[src/rtl/morph_pkg.sv]
// Shared types and default sizing for the morphology filter stages and
// their kernel LUT banks.
package morph_pkg;

  localparam int unsigned MORPH_KERNEL_WIDTH      = 71;
  localparam int unsigned MORPH_KERNEL_DATA_WIDTH = 8;

  typedef enum logic [1:0] {
    IDLE,
    LOAD,
    FULL,
    DRAIN
  } kernel_load_state_t;

endpackage

[src/rtl/kernel_lut_ram.sv]
// One kernel LUT bank: synchronous write, registered read.
// Out-of-range read addresses return zero.
module kernel_lut_ram #(
  parameter int unsigned DEPTH      = 71,
  parameter int unsigned DATA_WIDTH = 8,
  parameter int unsigned ADDR_WIDTH = $clog2(DEPTH)
) (
  input  logic                         clk,
  input  logic                         we,
  input  logic [ADDR_WIDTH-1:0]        waddr,
  input  logic signed [DATA_WIDTH-1:0] wdata,
  input  logic [ADDR_WIDTH-1:0]        raddr,
  output logic signed [DATA_WIDTH-1:0] rdata
);

  logic signed [DATA_WIDTH-1:0] mem [DEPTH];

  always_ff @(posedge clk) begin
    if (we) begin
      mem[waddr] <= wdata;
    end
    if (32'(raddr) < DEPTH) begin
      rdata <= mem[raddr];
    end else begin
      rdata <= '0;
    end
  end

endmodule

[src/rtl/kernel_lut_bank.sv]
// Double-buffered kernel LUT responder: a shadow bank loads over AXI-Stream
// while the active bank serves reads; a swap promotes the shadow bank.
module kernel_lut_bank
  import morph_pkg::*;
#(
  parameter int unsigned KERNEL_WIDTH      = MORPH_KERNEL_WIDTH,
  parameter int unsigned KERNEL_DATA_WIDTH = MORPH_KERNEL_DATA_WIDTH
) (
  input  logic                                clk,
  input  logic                                areset_n,
  input  logic signed [KERNEL_DATA_WIDTH-1:0] axis_kernel_tdata,
  input  logic                                axis_kernel_tvalid,
  input  logic                                axis_kernel_tlast,
  output logic                                axis_kernel_tready,
  input  logic [$clog2(KERNEL_WIDTH)-1:0]     kernel_lut_address,
  output logic signed [KERNEL_DATA_WIDTH-1:0] kernel_lut_data,
  input  logic                                swap_req,
  output logic                                swap_done,
  output logic                                kernel_valid,
  output logic                                load_error
);

  localparam int unsigned   AW       = $clog2(KERNEL_WIDTH);
  localparam logic [AW-1:0] LAST_IDX = AW'(KERNEL_WIDTH - 1);

  kernel_load_state_t state, state_nxt;
  logic [AW-1:0]      wr_idx, wr_idx_nxt;
  logic               active, active_nxt;
  logic               kernel_valid_nxt;
  logic               swap_done_nxt;
  logic               load_error_nxt;
  logic               beat;
  logic               wr_en;
  logic               rd_sel;
  logic               rd_mask;
  logic signed [KERNEL_DATA_WIDTH-1:0] rdata0, rdata1;

  assign axis_kernel_tready = areset_n && (state != FULL);
  assign beat               = axis_kernel_tvalid && axis_kernel_tready;

  always_comb begin
    state_nxt        = state;
    wr_idx_nxt       = wr_idx;
    active_nxt       = active;
    kernel_valid_nxt = kernel_valid;
    swap_done_nxt    = 1'b0;
    load_error_nxt   = 1'b0;
    wr_en            = 1'b0;
    case (state)
      // wr_idx stays 0 in IDLE, so IDLE and LOAD share the beat handling.
      IDLE, LOAD: begin
        if (beat) begin
          wr_en = 1'b1;
          if (wr_idx == LAST_IDX) begin
            wr_idx_nxt = '0;
            if (axis_kernel_tlast) begin
              state_nxt = FULL;
            end else begin
              load_error_nxt = 1'b1;
              state_nxt      = DRAIN;
            end
          end else if (axis_kernel_tlast) begin
            load_error_nxt = 1'b1;
            wr_idx_nxt     = '0;
            state_nxt      = IDLE;
          end else begin
            wr_idx_nxt = wr_idx + 1'b1;
            state_nxt  = LOAD;
          end
        end
      end
      FULL: begin
        if (swap_req) begin
          active_nxt       = ~active;
          kernel_valid_nxt = 1'b1;
          swap_done_nxt    = 1'b1;
          state_nxt        = IDLE;
        end
      end
      DRAIN: begin
        if (beat && axis_kernel_tlast) begin
          state_nxt = IDLE;
        end
      end
      default: state_nxt = IDLE;
    endcase
  end

  always_ff @(posedge clk or negedge areset_n) begin
    if (!areset_n) begin
      state        <= IDLE;
      wr_idx       <= '0;
      active       <= 1'b0;
      kernel_valid <= 1'b0;
      swap_done    <= 1'b0;
      load_error   <= 1'b0;
      rd_sel       <= 1'b0;
      rd_mask      <= 1'b0;
    end else begin
      state        <= state_nxt;
      wr_idx       <= wr_idx_nxt;
      active       <= active_nxt;
      kernel_valid <= kernel_valid_nxt;
      swap_done    <= swap_done_nxt;
      load_error   <= load_error_nxt;
      // Bank select and mask follow the post-edge pointer so the read sampled
      // on the swap edge already comes from the newly promoted bank.
      rd_sel       <= active_nxt;
      rd_mask      <= kernel_valid_nxt;
    end
  end

  kernel_lut_ram #(
    .DEPTH      (KERNEL_WIDTH),
    .DATA_WIDTH (KERNEL_DATA_WIDTH)
  ) u_bank0 (
    .clk   (clk),
    .we    (wr_en && active),
    .waddr (wr_idx),
    .wdata (axis_kernel_tdata),
    .raddr (kernel_lut_address),
    .rdata (rdata0)
  );

  kernel_lut_ram #(
    .DEPTH      (KERNEL_WIDTH),
    .DATA_WIDTH (KERNEL_DATA_WIDTH)
  ) u_bank1 (
    .clk   (clk),
    .we    (wr_en && !active),
    .waddr (wr_idx),
    .wdata (axis_kernel_tdata),
    .raddr (kernel_lut_address),
    .rdata (rdata1)
  );

  assign kernel_lut_data = rd_mask ? (rd_sel ? rdata1 : rdata0) : '0;

endmodule
[config.mk]
export PLATFORM = sky130hd
export DESIGN_NAME = kernel_lut_bank
export DESIGN_NICKNAME = d
export VERILOG_FILES = /design/src/rtl/morph_pkg.sv /design/src/rtl/kernel_lut_ram.sv /design/src/rtl/kernel_lut_bank.sv
export SDC_FILE = /design/constraint.sdc
export NUM_CORES = 1
export LEC_CHECK = 0
export BUFFER_PORTS_ARGS = -buffer_cell sky130_fd_sc_hd__buf_4
export CORE_MARGIN = 8
export CORE_UTILIZATION = 45
export DETAILED_ROUTE_END_ITERATION = 10
export GPL_TIMING_DRIVEN = 0
export SLEW_MARGIN = 20
export SYNTH_ARGS = -nofsm -noshare
export SYNTH_HDL_FRONTEND = slang
export SYNTH_SLANG_ARGS = --single-unit
[constraint.sdc]
create_clock -name clk -period 2.6 [get_ports clk]
set_input_delay 0.26 -clock clk [delete_from_list [all_inputs] [get_ports clk]]
set_output_delay 0.26 -clock clk [all_outputs]
set_load 0.02 [all_outputs]
# [After elaboration in Yosys (flattened, before gate mapping)]
# Memory sizes are Yosys's and may differ from the RTL's. A register that Yosys moved wholly into a read port is not among the register bits.
# Index checks and enable logic that the tools add are counted.
[word_totals] register_bits=13 latchBits=0 mem_bits_rw=1136 rom_bits=0 out_inout_bits=12 word_cells=56 mem_count=2
[mem_list] memory="u_bank0.mem" words=71 word_bits=8 read_ports=1 rd_ports_with_merged_regs=1 write_ports=1 line="kernel_lut_ram.sv:16" rtl="logic signed [DATA_WIDTH-1:0] mem [DEPTH];"
[mem_list] memory="u_bank1.mem" words=71 word_bits=8 read_ports=1 rd_ports_with_merged_regs=1 write_ports=1 line="kernel_lut_ram.sv:16"
[op_classes] add_sub_neg=1 n_mul=0 n_div=0 n_lt_le_gt_ge=1 n_eq_ne=8 shift=0 muxes=24 n_bitwise=1 reduce_logical=13
[ops] operator="two-way mux 8 bit" count=2
[ops] operator="two-way mux 1 bit" count=15
[ops] operator="two-way mux 7 bit" count=2
[ops] operator="two-way mux 2 bit" count=4
[ops] operator="inequality test 2 bit (second input constant)" count=4
[ops] operator="adder 7 x 1 -> 7 bit (second input constant)" count=1
[ops] operator="equality test 7 bit (second input constant)" count=1
[ops] operator="< comparator 7 bit (second input constant)" count=1
[ops] operator="case mux 2 bit (3 select lines)" count=1
[ops] operator="logical AND 1 bit" count=5
[ops] operator="equality test 2 bit (second input constant)" count=2
[ops] operator="AND reduction 2 bit" count=2
[ops] operator="logical NOT 1 bit" count=3
[ops] operator="AND reduction 3 bit" count=1
[ops] operator="equality test 2 x 1 -> 1 bit (second input constant)" count=1
[ops] operator="logical NOT 2 bit" count=1
[ops] operator="OR reduction 2 bit" count=1
[ops] operator="inverter 1 bit" count=1

# [Depth between registers and ports, before layout]
[logic_depth] word_depth=8 mapped_depth=11 mapped_depth_nobuf=6

# [Cells and area by module]
# From an unflattened synthesis, not the netlist that was laid out.
[unflattened] cells_unflattened=2173 area_unflattened_um2=45715.1
[modules_own_cells] module="kernel_lut_ram" n_inst=2 cells_each=1044 area_each_um2=22456.5 seq_area_each_um2=17216.5
[modules_own_cells] module="kernel_lut_bank" n_inst=1 cells_each=85 area_each_um2=802.0 seq_area_each_um2=325.3

# [Worst setup path before layout]
# Ideal clock, no wire load.
[synth_timing] path_kind="register -> register" start="reg state[1]" end="mem u_bank1.mem[30][0] (enable)" setup_time_ns=0.370 arrival_time_ns=1.788 t_required_ns=2.230 slack_ns=0.441 path_stages_with_launch=6 n_path_buf=1 synth_period_minus_slack_ns=2.159 path_cell_list="dfrtp_1 -> or2_1 -> clkbuf_1 -> nor3_1 -> nand3_1 -> nor2_1"
[synth_between] elab_chain_len=8
[synth_rtl] item="from (decl)" line="kernel_lut_bank.sv:26" rtl="kernel_load_state_t state, state_nxt;"
[synth_rtl] item="from (signal assigned)" line="kernel_lut_bank.sv:100" rtl="state <= state_nxt;"
[synth_rtl] item="inequality test 2 bit" line="kernel_lut_bank.sv:38" rtl="assign axis_kernel_tready = areset_n && (state != FULL);"
[synth_rtl] item="logical AND 1 bit" line="kernel_lut_bank.sv:38"
[synth_rtl] item="logical AND 1 bit" line="kernel_lut_bank.sv:39" rtl="assign beat = axis_kernel_tvalid && axis_kernel_tready;"
[synth_rtl] item="two-way mux 1 bit" line="kernel_lut_bank.sv:52" rtl="if (beat) begin"
[synth_rtl] item="two-way mux 1 bit (*)" line="kernel_lut_bank.sv:49" rtl="case (state)"
[synth_rtl] item="logical AND 1 bit (*)" line="kernel_lut_bank.sv:130" rtl=".we (wr_en && !active),"
[synth_rtl] item="two-way mux 1 bit (*)" line="kernel_lut_ram.sv:19" rtl="if (we) begin"
[synth_rtl] item="two-way mux 1 bit (implied by the code) (*)" line="kernel_lut_ram.sv:20" rtl="mem[waddr] <= wdata;"
[synth_rtl] item="to (decl)" line="kernel_lut_ram.sv:16"
# Every way passes the cells marked *; elsewhere a longest branch is shown, timed or not.

# [Worst setup path after layout]
[layout_timing] start="in kernel_lut_address[5]" end="reg u_bank0.rdata[5] (read register of u_bank0.mem)"
[layout_between] elab_chain_len=2
[layout_rtl] item="from (decl)" line="kernel_lut_bank.sv:15" rtl="input logic [$clog2(KERNEL_WIDTH)-1:0] kernel_lut_address,"
[layout_rtl] item="< comparator 7 bit" line="kernel_lut_ram.sv:22" rtl="if (32'(raddr) < DEPTH) begin"
[layout_rtl] item="logical NOT 1 bit (no source line)"
[layout_rtl] item="to (decl)" line="kernel_lut_ram.sv:13" rtl="output logic signed [DATA_WIDTH-1:0] rdata"
# Several ways; a longest one is shown, not always the timed one.
# A chain may end at the register's enable or synchronous reset.

==> flow_metrics.py <==
metrics = {
    "sta": {
        "period_minus_slack_ns": 2.618,
        "relSlewSlack_pct": 27.56,
        "rsz0062_at_grt": "yes",
        "skew_ns": 0.02806,
        "hold_violations": 0,
        "period_share_pct": 100.7,
        "worstMarginPinSlew_ns": 1.087,
        "setup_viol": 1,
        "maxSlewViolCount": 0,
        "tns_ns": -0.01762,
        "setup_ws_ns": -0.01762,
        "clock.fmax_ghz": 0.3820,
    },
    "synth": {
        "synth.distinct_cells": 60,
        "synthTopCellsByArea": "edfxtp_1, mux4_2, mux2i_1, mux2_2, nor2_1",
        "syn-cell-area_um2": 45580,
        "synth-edff-count": 1136,
        "syn_inst": 2248,
        "synth.most_common_cell": "edfxtp_1",
        "synth-seq-cells": 1165,
        "ys_seq_area_share_pct": 76.26,
        "synth_area_leader_cell": "edfxtp_1",
        "synth.top_cell.area_share_pct": 74.85,
        "syn_avg_cell_area_um2": 20.27,
        "synth_warnings": 0,
        "synth_nets": 2270,
        "ys.flop_type": "edfxtp_1",
        "synthArstFlopShare_pct": 1.116,
        "synth_common_cells": "edfxtp_1, mux4_2, nor2_1",
    },
    "worst_setup_path": {
        "start_kind": "input pin",
        "required_ns": 3.17,
        "r2r-end": "u_bank1.mem[51][1]$_DFFE_PP_",
        "critPathCaptureType": "flop",
        "r2r.worst_path.cells": 5,
        "r2r-start": "state[1]$_DFFE_PN0P_",
        "worstPathMaxFanout": 10,
        "rrSetupSlack_ns": 0.02,
        "crit_arrival_ns": 3.19,
        "critPathKind": "in -> reg",
    },
    "run_status": {
        "violations": "negative setup slack",
        "outcome": "complete, but fails checks",
    },
    "grt": {
        "grt_pass1_vias": 24149,
        "grt_use_met3_pct": 5.153,
        "use_met1_pct": 31.67,
        "met2_usage_pct": 35.73,
        "gr-total-overflow": 0,
        "grt_max_degree": 143,
        "grt_util_all_layers_pct": 22.86,
        "busiest_layer": "met2",
        "grt_first_pass_wirelength_um": 181800,
        "antenna_found_initial": 6,
    },
    "final_layout": {
        "layout.nets": 2472,
        "instances_no_fill": 3911,
        "drive_gt1_share_pct": 32.84,
        "synthToLayoutAreaGrowth_pct": 17.73,
    },
    "floorplanning": {
        "die_h_um": 334.2,
        "die_width_um": 334.2,
        "design.core.area_um2": 100300,
        "rows": 116,
        "fp.dieArea_um2": 111700,
        "ios": 32,
        "initial_core_util_pct": 45.44,
    },
    "clock_network": {
        "cts_inserted_buffers": 119,
        "clock_latency_ns": 0.71,
        "path_clk_slew_ns": 0.06,
        "cts-root-buf": "clkbuf_16",
        "clock-sinks": 1165,
        "clockBufferDepth": 3,
        "htree_levels": 3,
        "cts_tree": "yes",
    },
    "detailed_routing": {
        "drt_iter0_drc": 3114,
        "drt_wl_total_um": 129900,
        "firstDrtPassIters": 5,
        "wl_per_cell_um": 33.21,
        "vias": 23884,
        "drc_errors": 0,
        "vias_per_cell": 6.107,
        "ant_nets": 0,
    },
    "power_and_ir_drop": {
        "power_density_nw_per_um2": 745.6,
        "ir_drop_mv": 0.6220,
        "power_w": 0.04000,
        "leakage_nw": 16.70,
    },
    "worst_hold_path": {
        "hp-start": "axis_kernel_tdata[3]",
        "worst_hold_path_type": "in -> reg",
        "hold_end": "u_bank0.mem[56][3]$_DFFE_PP_",
        "min_path_cells": 1,
    },
    "placed_design": {
        "dp_slack_ns": -1.531,
        "portBuffers": 26,
        "gp_congestion": 0.9181,
        "dpl.hpwl_um": 83720,
        "dp.cells": 3632,
    },
    "run": {
        "drv_cap": 0,
    },
}
## cell families (layout without fill, tap and decap cells)
logic type	after synthesis	in the layout	synth area share, %
AOI/OAI and AO/OA	176	176	2.589
xor gates and xnor gates	2	2	0.03844
adders and majority gates	2	2	0.05490
buffers and inverters	140	444	1.661
DFF	1165	1165	76.26
muxes	411	411	15.84
other	0	2	0
and+or+nand+nor	352	352	3.550
## area by class of cell
class                           instances  area (µm²)
Inverter                               13       51.30
Tap cell                             1357        1698
Multi-Input combinational cell        943       11370
Timing Repair Buffer                   86        1176
Fill cell                            7667       46630
Antenna cell                            2       5.005
Clock inverter                         71       679.4
Clock buffer                          152        3192
Sequential cell                      1165       34760
Buffer                                122       729.5
## per-stage QoR
stage	hold WS, ns	cell area (µm²)	utilization (%)
after floorplan	-0.03559	45580	-
after global placement	0.1220	47470	47.33
after detailed placement	0.1261	47540	47.40
after CTS	0.008930	52790	52.64
after global routing	0.005931	53650	53.50
final	0.007812	53660	53.50
## layout by cell type (no fill, tap or decap), types with 19 or more instances in the layout
master	netlist	layout
mux2_2	69	69
clkinv_1	2	26
nand2_1	65	50
buf_4	16	53
edfxtp_1	1136	1136
a21oi_1	19	19
clkbuf_1	44	50
buf_2	44	45
nor2b_1	49	46
mux2i_1	97	97
mux4_2	241	241
clkbuf_16	0	119
o22ai_1	45	45
buf_12	1	30
nor2_4	0	141
a211oi_1	31	27
## repair_timing
action	in CTS	in global routing
hold buffers	5	4
endpoints found under the hold margin	22	57
pin swaps	12	26
setup buffers	20	25
setup endpoints to repair	1155	1071
resized for setup	298	64
## routing by layer
layer  part of all wire, %  vias up
li1                      -     9658
met1                    40    12719
met2                    46     1249
met3                   9.6      256
met4                   3.9        2
met5                 0.010        -
## registers in the layout (all words and copies together), names as in the netlist
name and count:
load_error 1, rd_mask 1, rd_sel 1, state 2, swap_done 1, u_bank0.mem 568, u_bank0.rdata 8, u_bank1.mem 568
u_bank1.rdata 8, wr_idx 7
## report_power, final
group	total, W	internal, W	switching [W]	leakage, nW
Combinational	0.00236	0.000773	0.00159	4.30
Sequential	0.0207	0.0207	0.0000421	10.5
Clock	0.0169	0.00969	0.00724	1.88
Total	0.0400	0.0311	0.00887	16.7
## worst max-delay path by stage
stage | startpoint | to | cells past startpoint
global placement | rd_sel$_DFFE_PN0P_ | u_bank0.mem[5][7]$_DFFE_PP_ | 4
finish | kernel_lut_address[5] | u_bank0.rdata[5]$_SDFF_PP0_ | 9
CTS | state[1]$_DFFE_PN0P_ | u_bank1.mem[17][4]$_DFFE_PP_ | 5
detailed placement | rd_sel$_DFFE_PN0P_ | u_bank0.mem[41][2]$_DFFE_PP_ | 4
floorplan | state[1]$_DFFE_PN0P_ | u_bank1.mem[30][0]$_DFFE_PP_ | 5
global route | state[1]$_DFFE_PN0P_ | u_bank1.mem[59][1]$_DFFE_PP_ | 5
## worst max-delay path, stage by stage
cell     delay [ns]
buf_4          0.13
buf_2          0.37
buf_2          0.41
buf_2          0.48
buf_4          0.37
mux2i_1        0.35
o22ai_1        0.23
nor3_1         0.40
o21ai_1        0.14
Note: power is estimated with default switching activity, not from simulation.
